===== src/rtl/decode_pkg.sv =====
// Decode control bundle, opcode map and the opcode-to-control decoder shared by the decode stage.
// Pure combinational helpers; no state, no latency, no handshake.
package decode_pkg;

    typedef struct packed {
        logic       wen;
        logic [1:0] reg0_sel;
        logic       reg1_sel;
        logic [1:0] alu_a_sel;
        logic [1:0] alu_b_sel;
        logic       b;
        logic       beq;
        logic       jmp;
        logic       ret;
        logic       mem_in_sel;
        logic       memwr;
        logic       memrd;
        logic [1:0] wb_data_sel;
        logic       wb_reg_sel;
        logic       sp_we;
        logic [1:0] imm_sel;
    } dec_ctl_t;

    localparam int CTL_W = $bits(dec_ctl_t);

    localparam logic [4:0] OP_NOP  = 5'd0;
    localparam logic [4:0] OP_ADD  = 5'd1;
    localparam logic [4:0] OP_SUB  = 5'd2;
    localparam logic [4:0] OP_ADDI = 5'd3;
    localparam logic [4:0] OP_LD   = 5'd4;
    localparam logic [4:0] OP_ST   = 5'd5;
    localparam logic [4:0] OP_BEQ  = 5'd6;
    localparam logic [4:0] OP_JMP  = 5'd7;
    localparam logic [4:0] OP_CALL = 5'd8;
    localparam logic [4:0] OP_RET  = 5'd9;
    localparam logic [4:0] OP_RETI = 5'd10;
    localparam logic [4:0] OP_PUSH = 5'd11;
    localparam logic [4:0] OP_POP  = 5'd12;
    localparam logic [4:0] OP_MOV  = 5'd13;

    localparam logic [1:0] SEL_RX  = 2'd0;
    localparam logic [1:0] SEL_RY  = 2'd1;
    localparam logic [1:0] SEL_LR  = 2'd2;
    localparam logic [1:0] SEL_ILR = 2'd3;

    function automatic dec_ctl_t dec_ctl(input logic [4:0] op);
        dec_ctl_t c;
        c = '0;
        case (op)
            OP_ADD:  begin c.wen = 1'b1; c.reg0_sel = SEL_RY; end
            OP_SUB:  begin c.wen = 1'b1; c.reg0_sel = SEL_RY; c.alu_b_sel = 2'd3; end
            OP_ADDI: begin c.wen = 1'b1; c.reg0_sel = SEL_RY; c.alu_b_sel = 2'd1; c.imm_sel = 2'd1; end
            OP_LD:   begin
                c.wen = 1'b1; c.reg0_sel = SEL_RY; c.alu_b_sel = 2'd1; c.imm_sel = 2'd1;
                c.memrd = 1'b1; c.wb_data_sel = 2'd1;
            end
            OP_ST:   begin
                c.reg0_sel = SEL_RY; c.reg1_sel = 1'b1; c.alu_b_sel = 2'd1; c.imm_sel = 2'd1;
                c.memwr = 1'b1; c.mem_in_sel = 1'b1;
            end
            OP_BEQ:  begin
                c.reg0_sel = SEL_RX; c.b = 1'b1; c.beq = 1'b1;
                c.alu_a_sel = 2'd1; c.alu_b_sel = 2'd1; c.imm_sel = 2'd2;
            end
            OP_JMP:  begin c.b = 1'b1; c.jmp = 1'b1; c.alu_a_sel = 2'd1; c.alu_b_sel = 2'd1; c.imm_sel = 2'd3; end
            OP_CALL: begin
                c.b = 1'b1; c.jmp = 1'b1; c.wen = 1'b1; c.wb_reg_sel = 1'b1; c.wb_data_sel = 2'd2;
                c.alu_a_sel = 2'd1; c.alu_b_sel = 2'd1; c.imm_sel = 2'd3;
            end
            OP_RET:  begin c.b = 1'b1; c.ret = 1'b1; c.reg0_sel = SEL_LR; end
            OP_RETI: begin c.b = 1'b1; c.ret = 1'b1; c.reg0_sel = SEL_ILR; end
            OP_PUSH: begin c.reg0_sel = SEL_RX; c.memwr = 1'b1; c.sp_we = 1'b1; c.alu_a_sel = 2'd2; c.alu_b_sel = 2'd2; end
            OP_POP:  begin
                c.wen = 1'b1; c.memrd = 1'b1; c.sp_we = 1'b1; c.wb_data_sel = 2'd1;
                c.alu_a_sel = 2'd2; c.alu_b_sel = 2'd2;
            end
            OP_MOV:  begin c.wen = 1'b1; c.reg0_sel = SEL_RY; c.alu_b_sel = 2'd2; end
            default: c = '0;
        endcase
        return c;
    endfunction

    // Which register operands an opcode actually reads: {src1, src0}.
    function automatic logic [1:0] dec_srcs(input logic [4:0] op);
        logic [1:0] s;
        case (op)
            OP_ADD, OP_SUB, OP_ST, OP_BEQ:                       s = 2'b11;
            OP_ADDI, OP_LD, OP_RET, OP_RETI, OP_PUSH, OP_MOV:    s = 2'b01;
            default:                                             s = 2'b00;
        endcase
        return s;
    endfunction

endpackage


===== src/rtl/decode_stage_pipe_if.sv =====
// Fetch-side and execute-side valid/ready bundles of the decode stage; slave is the stage, master the environment.
// Wires only; no latency; backpressure carried by in_ready/out_ready.
interface decode_stage_pipe_if #(
    parameter int DATA_W = 32,
    parameter int AW     = 5
);
    import decode_pkg::*;

    logic              in_valid;
    logic              in_ready;
    logic [31:0]       in_inst;
    logic [DATA_W-1:0] in_pc;

    logic              out_valid;
    logic              out_ready;
    dec_ctl_t          out_ctl;
    logic [DATA_W-1:0] out_r0;
    logic [DATA_W-1:0] out_r1;
    logic [AW-1:0]     out_dst;
    logic [DATA_W-1:0] out_pc;
    logic [31:0]       out_inst;

    modport master (
        output in_valid, in_inst, in_pc, out_ready,
        input  in_ready, out_valid, out_ctl, out_r0, out_r1, out_dst, out_pc, out_inst
    );

    modport slave (
        input  in_valid, in_inst, in_pc, out_ready,
        output in_ready, out_valid, out_ctl, out_r0, out_r1, out_dst, out_pc, out_inst
    );

endinterface


===== src/rtl/decode_scoreboard.sv =====
// Pending-load scoreboard with sticky error on an unmatched writeback; DECODE_SB_COUNT_EN selects 2-bit counts.
// State updates next cycle; busy/sat already reflect this cycle's clear so a writeback unblocks issue at once.
module decode_scoreboard #(
    parameter int NREG = 32,
    parameter int AW   = $clog2(NREG)
) (
    input  logic            clk,
    input  logic            rst_n,
    input  logic            set_en,
    input  logic [AW-1:0]   set_reg,
    input  logic            clr_en,
    input  logic [AW-1:0]   clr_reg,
    output logic [NREG-1:0] busy,
    output logic [NREG-1:0] sat,
    output logic            sb_err
);

    logic [NREG-1:0] live;

    for (genvar i = 0; i < NREG; i++) begin : g_ent
        logic set_i;
        logic clr_i;
        logic drop_i;

        assign set_i  = set_en && (set_reg == AW'(i));
        assign clr_i  = clr_en && (clr_reg == AW'(i));
        assign drop_i = clr_i && !set_i;

`ifdef DECODE_SB_COUNT_EN
        logic [1:0] cnt;

        always_ff @(posedge clk or negedge rst_n) begin
            if (!rst_n) begin
                cnt <= 2'd0;
            end else if (set_i && !clr_i && cnt != 2'd3) begin
                cnt <= cnt + 2'd1;
            end else if (drop_i && cnt != 2'd0) begin
                cnt <= cnt - 2'd1;
            end
        end

        assign live[i] = (cnt != 2'd0);
        assign busy[i] = drop_i ? (cnt > 2'd1) : live[i];
        assign sat[i]  = !drop_i && (cnt == 2'd3);
`else
        logic ent;

        always_ff @(posedge clk or negedge rst_n) begin
            if (!rst_n) begin
                ent <= 1'b0;
            end else if (set_i) begin
                ent <= 1'b1;
            end else if (clr_i) begin
                ent <= 1'b0;
            end
        end

        assign live[i] = ent;
        assign busy[i] = ent && !drop_i;
        assign sat[i]  = busy[i];
`endif
    end

    always_ff @(posedge clk or negedge rst_n) begin
        if (!rst_n) begin
            sb_err <= 1'b0;
        end else if (clr_en && !live[clr_reg]) begin
            sb_err <= 1'b1;
        end
    end

endmodule


===== src/rtl/decode_stage_pipe.sv =====
// Registered decode stage with load-use scoreboard, flush and SP register; DECODE_SB_COUNT_EN picks counting scoreboard.
// Latency 1 cycle; in_ready drops on flush, load-use/WAW hazard, or a held output register.
module decode_stage_pipe
    import decode_pkg::*;
#(
    parameter int                DATA_W   = 32,
    parameter int                NREG     = 32,
    parameter logic [DATA_W-1:0] SP_RESET = DATA_W'(32'h0000_3000),
    parameter int                LR_IDX   = NREG - 2,
    parameter int                ILR_IDX  = NREG - 1,
    localparam int               AW       = $clog2(NREG)
) (
    input  logic                clk,
    input  logic                rst_n,
    decode_stage_pipe_if.slave  pipe,
    output logic [AW-1:0]       rf_raddr0,
    output logic [AW-1:0]       rf_raddr1,
    input  logic [DATA_W-1:0]   rf_rdata0,
    input  logic [DATA_W-1:0]   rf_rdata1,
    input  logic                ld_done_valid,
    input  logic [AW-1:0]       ld_done_reg,
    input  logic                flush,
    input  logic                sp_we,
    input  logic [DATA_W-1:0]   sp_wdata,
    output logic [DATA_W-1:0]   sp_out,
    output logic                sb_err
);

    dec_ctl_t          ctl;
    logic [1:0]        srcs;
    logic [AW-1:0]     rx, ry, rz, src0, src1;
    logic              use0, use1, is_load, hazard, issue, sb_set;
    logic [NREG-1:0]   busy, sat;

    logic              vld_q;
    dec_ctl_t          ctl_q;
    logic [DATA_W-1:0] r0_q, r1_q, pc_q;
    logic [AW-1:0]     dst_q;
    logic [31:0]       inst_q;

    assign ctl  = dec_ctl(pipe.in_inst[31:27]);
    assign srcs = dec_srcs(pipe.in_inst[31:27]);
    assign rx   = AW'(pipe.in_inst[26:22]);
    assign ry   = AW'(pipe.in_inst[21:17]);
    assign rz   = AW'(pipe.in_inst[16:12]);

    always_comb begin
        src0 = rx;
        case (ctl.reg0_sel)
            SEL_RY:  src0 = ry;
            SEL_LR:  src0 = AW'(LR_IDX);
            SEL_ILR: src0 = AW'(ILR_IDX);
            default: src0 = rx;
        endcase
    end

    assign src1      = ctl.reg1_sel ? rx : rz;
    assign rf_raddr0 = src0;
    assign rf_raddr1 = src1;

    // r0 is hardwired and never tracked, so it is never a dependency.
    assign use0    = srcs[0] && (src0 != '0);
    assign use1    = srcs[1] && (src1 != '0);
    assign is_load = ctl.memrd && ctl.wen;

    // A load sitting in the output register is not yet in the scoreboard, so compare against it directly.
    assign hazard = (use0 && busy[src0]) || (use1 && busy[src1])
                 || (vld_q && ctl_q.memrd && ((use0 && dst_q == src0) || (use1 && dst_q == src1)))
                 || (is_load && sat[rx]);

    assign pipe.in_ready = !flush && !hazard && (!vld_q || pipe.out_ready);
    assign issue         = pipe.in_valid && pipe.in_ready;

    // Loads are marked busy only once execute takes them, so a flushed load leaves no trace.
    assign sb_set = vld_q && pipe.out_ready && !flush && ctl_q.memrd && ctl_q.wen && (dst_q != '0);

    always_ff @(posedge clk or negedge rst_n) begin
        if (!rst_n) begin
            vld_q  <= 1'b0;
            ctl_q  <= '0;
            r0_q   <= '0;
            r1_q   <= '0;
            dst_q  <= '0;
            pc_q   <= '0;
            inst_q <= '0;
        end else begin
            if (flush) begin
                vld_q <= 1'b0;
            end else if (issue) begin
                vld_q <= 1'b1;
            end else if (pipe.out_ready) begin
                vld_q <= 1'b0;
            end
            if (issue) begin
                ctl_q  <= ctl;
                r0_q   <= rf_rdata0;
                r1_q   <= rf_rdata1;
                dst_q  <= rx;
                pc_q   <= pipe.in_pc;
                inst_q <= pipe.in_inst;
            end
        end
    end

    always_ff @(posedge clk or negedge rst_n) begin
        if (!rst_n) begin
            sp_out <= SP_RESET;
        end else if (sp_we) begin
            sp_out <= sp_wdata;
        end
    end

    decode_scoreboard #(
        .NREG (NREG),
        .AW   (AW)
    ) u_sb (
        .clk     (clk),
        .rst_n   (rst_n),
        .set_en  (sb_set),
        .set_reg (dst_q),
        .clr_en  (ld_done_valid),
        .clr_reg (ld_done_reg),
        .busy    (busy),
        .sat     (sat),
        .sb_err  (sb_err)
    );

    assign pipe.out_valid = vld_q;
    assign pipe.out_ctl   = ctl_q;
    assign pipe.out_r0    = r0_q;
    assign pipe.out_r1    = r1_q;
    assign pipe.out_dst   = dst_q;
    assign pipe.out_pc    = pc_q;
    assign pipe.out_inst  = inst_q;

endmodule


===== src/flat_wrapper.sv =====
// flat-port wrapper written by rule: the top's interface ports become plain ports
module decode_stage_pipe_flat import decode_pkg::*;
#(
    parameter int                DATA_W   = 32,
    parameter int                NREG     = 32,
    parameter logic [DATA_W-1:0] SP_RESET = DATA_W'(32'h0000_3000),
    parameter int                LR_IDX   = NREG - 2,
    parameter int                ILR_IDX  = NREG - 1,
    localparam int               AW       = $clog2(NREG)
)
  (clk, rst_n, rf_raddr0, rf_raddr1, rf_rdata0, rf_rdata1, ld_done_valid, ld_done_reg, flush, sp_we, sp_wdata, sp_out, sb_err, pipe_in_valid, pipe_in_inst, pipe_in_pc, pipe_out_ready, pipe_in_ready, pipe_out_valid, pipe_out_ctl, pipe_out_r0, pipe_out_r1, pipe_out_dst, pipe_out_pc, pipe_out_inst);
  decode_stage_pipe_if #(.DATA_W(DATA_W), .AW(5)) pipe_i ();
  input  logic clk;
  input  logic rst_n;
  output logic [AW-1:0] rf_raddr0;
  output logic [AW-1:0] rf_raddr1;
  input  logic [DATA_W-1:0] rf_rdata0;
  input  logic [DATA_W-1:0] rf_rdata1;
  input  logic ld_done_valid;
  input  logic [AW-1:0] ld_done_reg;
  input  logic flush;
  input  logic sp_we;
  input  logic [DATA_W-1:0] sp_wdata;
  output logic [DATA_W-1:0] sp_out;
  output logic sb_err;
  input wire logic [$bits(pipe_i.in_valid)-1:0] pipe_in_valid;
  input wire logic [$bits(pipe_i.in_inst)-1:0] pipe_in_inst;
  input wire logic [$bits(pipe_i.in_pc)-1:0] pipe_in_pc;
  input wire logic [$bits(pipe_i.out_ready)-1:0] pipe_out_ready;
  output wire logic [$bits(pipe_i.in_ready)-1:0] pipe_in_ready;
  output wire logic [$bits(pipe_i.out_valid)-1:0] pipe_out_valid;
  output wire logic [$bits(pipe_i.out_ctl)-1:0] pipe_out_ctl;
  output wire logic [$bits(pipe_i.out_r0)-1:0] pipe_out_r0;
  output wire logic [$bits(pipe_i.out_r1)-1:0] pipe_out_r1;
  output wire logic [$bits(pipe_i.out_dst)-1:0] pipe_out_dst;
  output wire logic [$bits(pipe_i.out_pc)-1:0] pipe_out_pc;
  output wire logic [$bits(pipe_i.out_inst)-1:0] pipe_out_inst;
  assign pipe_i.in_valid = pipe_in_valid;
  assign pipe_i.in_inst = pipe_in_inst;
  assign pipe_i.in_pc = pipe_in_pc;
  assign pipe_i.out_ready = pipe_out_ready;
  assign pipe_in_ready = pipe_i.in_ready;
  assign pipe_out_valid = pipe_i.out_valid;
  assign pipe_out_ctl = pipe_i.out_ctl;
  assign pipe_out_r0 = pipe_i.out_r0;
  assign pipe_out_r1 = pipe_i.out_r1;
  assign pipe_out_dst = pipe_i.out_dst;
  assign pipe_out_pc = pipe_i.out_pc;
  assign pipe_out_inst = pipe_i.out_inst;
  decode_stage_pipe #(.DATA_W(DATA_W), .NREG(NREG), .SP_RESET(SP_RESET), .LR_IDX(LR_IDX), .ILR_IDX(ILR_IDX)) u_core (.clk(clk), .rst_n(rst_n), .pipe(pipe_i), .rf_raddr0(rf_raddr0), .rf_raddr1(rf_raddr1), .rf_rdata0(rf_rdata0), .rf_rdata1(rf_rdata1), .ld_done_valid(ld_done_valid), .ld_done_reg(ld_done_reg), .flush(flush), .sp_we(sp_we), .sp_wdata(sp_wdata), .sp_out(sp_out), .sb_err(sb_err));
endmodule

===== config.mk =====
export PLATFORM = sky130hd
export DESIGN_NAME = decode_stage_pipe_flat
export DESIGN_NICKNAME = d
export VERILOG_FILES = /design/src/rtl/decode_pkg.sv /design/src/rtl/decode_stage_pipe_if.sv /design/src/rtl/decode_scoreboard.sv /design/src/rtl/decode_stage_pipe.sv /design/src/flat_wrapper.sv
export SDC_FILE = /design/constraint.sdc
export NUM_CORES = 1
export LEC_CHECK = 0
export CAP_MARGIN = 40
export CORE_UTILIZATION = 43
export CTS_BUF_LIST = sky130_fd_sc_hd__clkbuf_8
export DETAILED_ROUTE_END_ITERATION = 7
export MAX_ROUTING_LAYER = met4
export PLACE_DENSITY = 0.88
export REMOVE_ABC_BUFFERS = 1
export SYNTH_ARGS = -nofsm -noshare
export SYNTH_HDL_FRONTEND = slang
export SYNTH_SLANG_ARGS = --single-unit

===== constraint.sdc =====
create_clock -name clk -period 3.7 [get_ports clk]
set_clock_uncertainty 0.2 [all_clocks]
set_input_delay 0.555 -clock clk [delete_from_list [all_inputs] [get_ports clk]]
set_output_delay 0.555 -clock clk [all_outputs]
set_load 0.1 [all_outputs]

==> flow_summary_export.csv, run 1 <==
group,metric,value,unit
place,port_buffers,370,
synth,ys_seq_elements,213,
clocking,clkSinkCount,213,
clocking,cts-root-buf,"clkbuf_8",
synth,yosysTopAreaCell,"dfrtp_1",
place,place_hpwl,43620,um
synth,synth_edf_count,0,
place,gp_congestion,0.9939,
grt,grt_util_all_layers,0.7710,
status,haltStage,"global routing (5_1_grt)",
synth,synth_cell_types,77,
status,status,"stopped before the end",
synth,synth_cells,915,
floorplan,pin_count,371,
synth,synth.avg_cell_area,12.33,um2
floorplan,fp-row-count,58,
grt,grt_pass1_vias,17724,
clocking,cts.htree.levels,2,
synth,synth_top_area_frac,0.4682,
synth,ys.flop_type,"dfrtp_1",
floorplan,die_x,164.0,um
place,place_inst,1945,
grt,grt_first_pass_wirelength,143500,um
floorplan,start_util,0.4428,
clocking,cts_buffers,39,
grt,grt_start_max_net_pins,99,
synth,synth_area,0.01128,mm2
grt,grt-ovfl-total,244,
status,tool.error,"[ERROR GRT-0116] Global routing finished with congestion. Check the congestion regions in the DRC Viewer.",
floorplan,die_h,164.0,um
synth,async_reset_ff_frac,1.000,
clocking,clockBufferDepth,3,
synth,ys_warn_count,0,
synth,synthTopCellsByCount,"dfrtp_1 (211), mux2_4 (90), mux2_1 (53)",
synth,ys_seq_area_frac,0.4728,
synth,synth.most_common_cell,"dfrtp_1",
synth,synthTopCellsByArea,"dfrtp_1 (47%), mux2_4 (12%), mux2_1 (5.3%), mux2_2 (3.4%), mux4_2 (3.2%)",
[repair_timing]
item                                   in CTS
resized for setup                         236
hold buffers                                1
setup endpoints to repair                 155
buffers inserted                           47
endpoints found under the hold margin      94
pin swaps                                  19
cloned                                     20
[through the flow]
step	hold WS [ns]	setup slack, ns	instance area, um2
CTS	0.1446	-0.4666	22760
detailed placement	0.2567	-1.362	20100
global placement	0.2386	-1.139	16900
floorplan	0.05941	-8.898	10870
[cells by family after synthesis]
logic type / share of synthesized area
AOI/OAI and AO/OA: 0.1075
xor gates and xnor gates: 0.006213
adders and majority gates: 0.006656
buffers and inverters: 0.04704
DFF: 0.4728
muxes: 0.2624
and+or+nand+nor: 0.09741
[routing by layer]
layer	GRT overflow	GRT usage
met5	-	-
met1	5	0.7370
met4	102	0.7445
met2	129	0.9368
met3	8	0.6217
==> run 2: changes to the inputs <==
--- a/config.mk
+++ b/config.mk
@@ -6,11 +6,9 @@
 export NUM_CORES = 1
 export LEC_CHECK = 0
 export CAP_MARGIN = 40
-export CORE_UTILIZATION = 43
-export CTS_BUF_LIST = sky130_fd_sc_hd__clkbuf_8
+export CORE_UTILIZATION = 40
 export DETAILED_ROUTE_END_ITERATION = 7
-export MAX_ROUTING_LAYER = met4
-export PLACE_DENSITY = 0.88
+export PLACE_DENSITY_LB_ADDON = 0.15
 export REMOVE_ABC_BUFFERS = 1
 export SYNTH_ARGS = -nofsm -noshare
 export SYNTH_HDL_FRONTEND = slang
==> constraint.sdc (replaced) <==
create_clock -name clk -period 4.81 [get_ports clk]
set_clock_uncertainty 0.2 [all_clocks]
set_input_delay 0.7215 -clock clk [delete_from_list [all_inputs] [get_ports clk]]
set_output_delay 0.7215 -clock clk [all_outputs]
set_load 0.1 [all_outputs]
==> flow_summary_export.csv, run 2 <==
group,metric,value,unit
status,status,"finished, violations left",
status,violations,"negative hold slack",
final_layout,final_util,0.7614,
final_layout,syn_to_final_growth,87.55,%
setup_path,critPathCaptureType,"output pin",
synth,synth_cells,915,
setup_path,arrival,3.80,ns
routing,postRouteAntennaNets,0,
final_layout,final_nets,1768,
final_layout,fillCellCount,1684,
routing,viasPerCell,5.504,
grt,grt_util_all_layers,0.3360,
timing,setup_slack,0.08682,ns
final_layout,final_area,0.02115,mm2
clocking,ctsHoldBuffers,0,
synth,synth_area,0.01128,mm2
place,place_inst,1939,
final_layout,drive_above_1_share,0.3626,
timing,max_freq,211.7,MHz
final_layout,multi_input_area,0.005517,mm2
setup_path,cp_slowest_stage_delay,0.48,ns
setup_path,path_max_fanout,6,
synth,synth_edf_count,0,
power,sw_frac_of_total,0.4317,
timing,slew_viol_final,0,
clocking,clk_pin_slew_worst_paths,0.07,ns
clocking,cts_tree,"done",
clocking,cts.htree.levels,1,
setup_path,slowest_stage,"or4_1",
final_layout,layout_commonest_cell,"clkdlybuf4s50_1",
grt,grt-ovfl-total,0,
timing,final.setup.tns,0,ns
timing,worst_slew_pin_slew,0.8968,ns
grt,grt_start_max_net_pins,110,
synth,synthTopCellsByArea,"dfrtp_1 (47%), mux2_4 (12%), mux2_1 (5.3%), mux2_2 (3.4%), mux4_2 (3.2%)",
timing,hold_slack,-0.004169,ns
synth,ys_warn_count,0,
grt,grt_pass1_vias,11649,
clocking,cts-root-buf,"clkbuf_16",
floorplan,start_util,0.4060,
routing,via_count,10953,
synth,ys_seq_elements,213,
power,p_total,9.691,mW
final_layout,final_cells,1990,
synth,yosysTopAreaCell,"dfrtp_1",
setup_path,worst-path-buf-inv,5,
place,port_buffers,370,
power,power_frac_clock,0.211,
power,internal_power,5.507,mW
power,p_sw,4.184,mW
synth,synth.most_common_cell,"dfrtp_1",
floorplan,die_area,0.02887,mm2
place,gp_congestion,0.9677,
timing,final-hold-violation-count,1,
place,place_hpwl,36460,um
setup_path,cp_common_cell,"buf_12",
clocking,clkSinkCount,213,
synth,synth.avg_cell_area,12.33,um2
clocking,clkLatencyLatePin,0.52,ns
timing,min_period,4.723,ns
floorplan,core-area,0.02778,mm2
place,place_area,0.02014,mm2
power,ir_worst_vdd,0.0003159,V
routing,drt_wl_total,48850,um
grt,grt_first_pass_wirelength,72550,um
place,dp_slack,-0.2716,ns
floorplan,die_h,169.9,um
setup_path,cp-start-kind,"primary input",
setup_path,crit_family,"simple AND/OR/NAND/NOR gates",
synth,ys.flop_type,"dfrtp_1",
timing,setup_viol,0,
routing,dr.pass1.iters,5,
setup_path,path_cells,"clkdlybuf4s15_2 -> inv_1 -> ha_1 -> and4bb_2 -> buf_12 -> buf_4 -> a2111oi_2 -> a21oi_1 -> or4_1 -> o31ai_1 -> a31oi_1 -> o311a_1 -> and3_2 -> buf_12",
floorplan,pin_count,371,
power,p_per_area,458.2,mW/mm2
final_layout,layout_common_cells,"clkdlybuf4s50_1 (354), dfrtp_1 (210), buf_4 (150)",
power,power.share.sequential,0.239,
clocking,cts_buffers,24,
timing,slew_headroom,0.4022,
timing,post-route-period-util,0.9820,
setup_path,reg2reg_slack,0.71,ns
synth,async_reset_ff_frac,1.000,
grt,grt_antenna_before_repair,5,
synth,synth_top_area_frac,0.4682,
setup_path,crit_required,3.89,ns
synth,synthTopCellsByCount,"dfrtp_1 (211), mux2_4 (90), mux2_1 (53)",
power,combPwrFrac,0.549,
power,p_leak,9.419,nW
synth,synth_cell_types,77,
hold_path,hp-class,"primary input to asynchronous set/reset pin",
routing,first_iter_violations,756,
floorplan,fp-row-count,61,
final_layout,seq_area,0.005334,mm2
clocking,clockBufferDepth,3,
routing,wl_per_cell,24.55,um
floorplan,die_x,169.9,um
run,max_cap_violations,0,
routing,drc,0,
setup_path,crit_type,"primary input to output pin",
synth,ys_seq_area_frac,0.4728,
-- run 2: final cells by class --
| class | count | area share |
|---|---|---|
| Inverter | 33 | 0.005856 |
| Tap cell | 378 | 0.02236 |
| Multi-Input combinational cell | 600 | 0.2608 |
| Timing Repair Buffer | 718 | 0.4167 |
| Antenna cell | 4 | 0.0004732 |
| Clock buffer | 36 | 0.03484 |
| Clock inverter | 8 | 0.006802 |
| Sequential cell | 213 | 0.2522 |
-- run 2: worst reg2reg max path, cell delays in order, from the launching register on --
cell and delay, ns:
dfrtp_1 0.63, nand4bb_1 0.36, o311ai_1 0.61, nand3_1 0.19, a2111oi_2 0.41, a2111oi_1 0.11
o32ai_1 0.36, nor3_1 0.12, nand4_1 0.16, buf_12 0.18, buf_12 0.22, mux2_1 0.42
-- run 2: what timing repair did --
action	CTS	global route
pin swaps	1	4
endpoints found under the setup margin	1	1
setup buffers	0	3
gates resized for setup	14	30
endpoints found under the hold margin	0	0
-- run 2: worst paths after layout --
kind,start,end,cells after the start
worst max-delay path,pipe_in_inst[28],pipe_in_ready,14
worst min register to register,u_core.u_sb.sb_err,u_core.u_sb.sb_err,1
worst max register to register,u_core.pipe.out_inst[23],u_core.pipe.out_inst[1],11
worst min-delay path,rst_n,u_core.pipe.out_pc[14],1
min in group clk,u_core.u_sb.sb_err,u_core.u_sb.sb_err,1
max in group asynchronous,rst_n,u_core.pipe.out_pc[16],2
-- run 2: kinds of logic (layout without fill, tap and decap cells) --
logic type / Yosys count / in the layout / share of synthesized area
multiplexers: 219 / 219 / 0.2624
other: 0 / 4 / 0
adder cells (fa/ha/maj): 6 / 6 / 0.006656
XOR/XNOR: 8 / 8 / 0.006213
flip-flops: 213 / 213 / 0.4728
buffers and inverters: 102 / 795 / 0.04704
AO/OA/AOI/OAI: 172 / 172 / 0.1075
AND/OR/NAND/NOR: 195 / 195 / 0.09741
-- run 2: power groups by stage --
stage          clock (mW)  combinational, mW  sequential [mW]
2_1_floorplan           0              0.709             4.41
3_3_place_gp            0               3.93             2.27
3_5_place_dp            0               5.28             2.32
4_1_cts              2.08               5.33             2.31
5_1_grt              2.16               5.45             2.34
6_report             2.05               5.33             2.32
-- run 2: routing by layer --
metal  global-route usage  up-vias  part of all wire
li1                     -     4747                 -
met1               0.3880     5463              0.37
met2               0.5841      584              0.51
met3              0.07395      157             0.075
met4               0.1720        2             0.053
met5                    0        -           0.00035
Note: power is estimated with default switching activity, not from simulation.
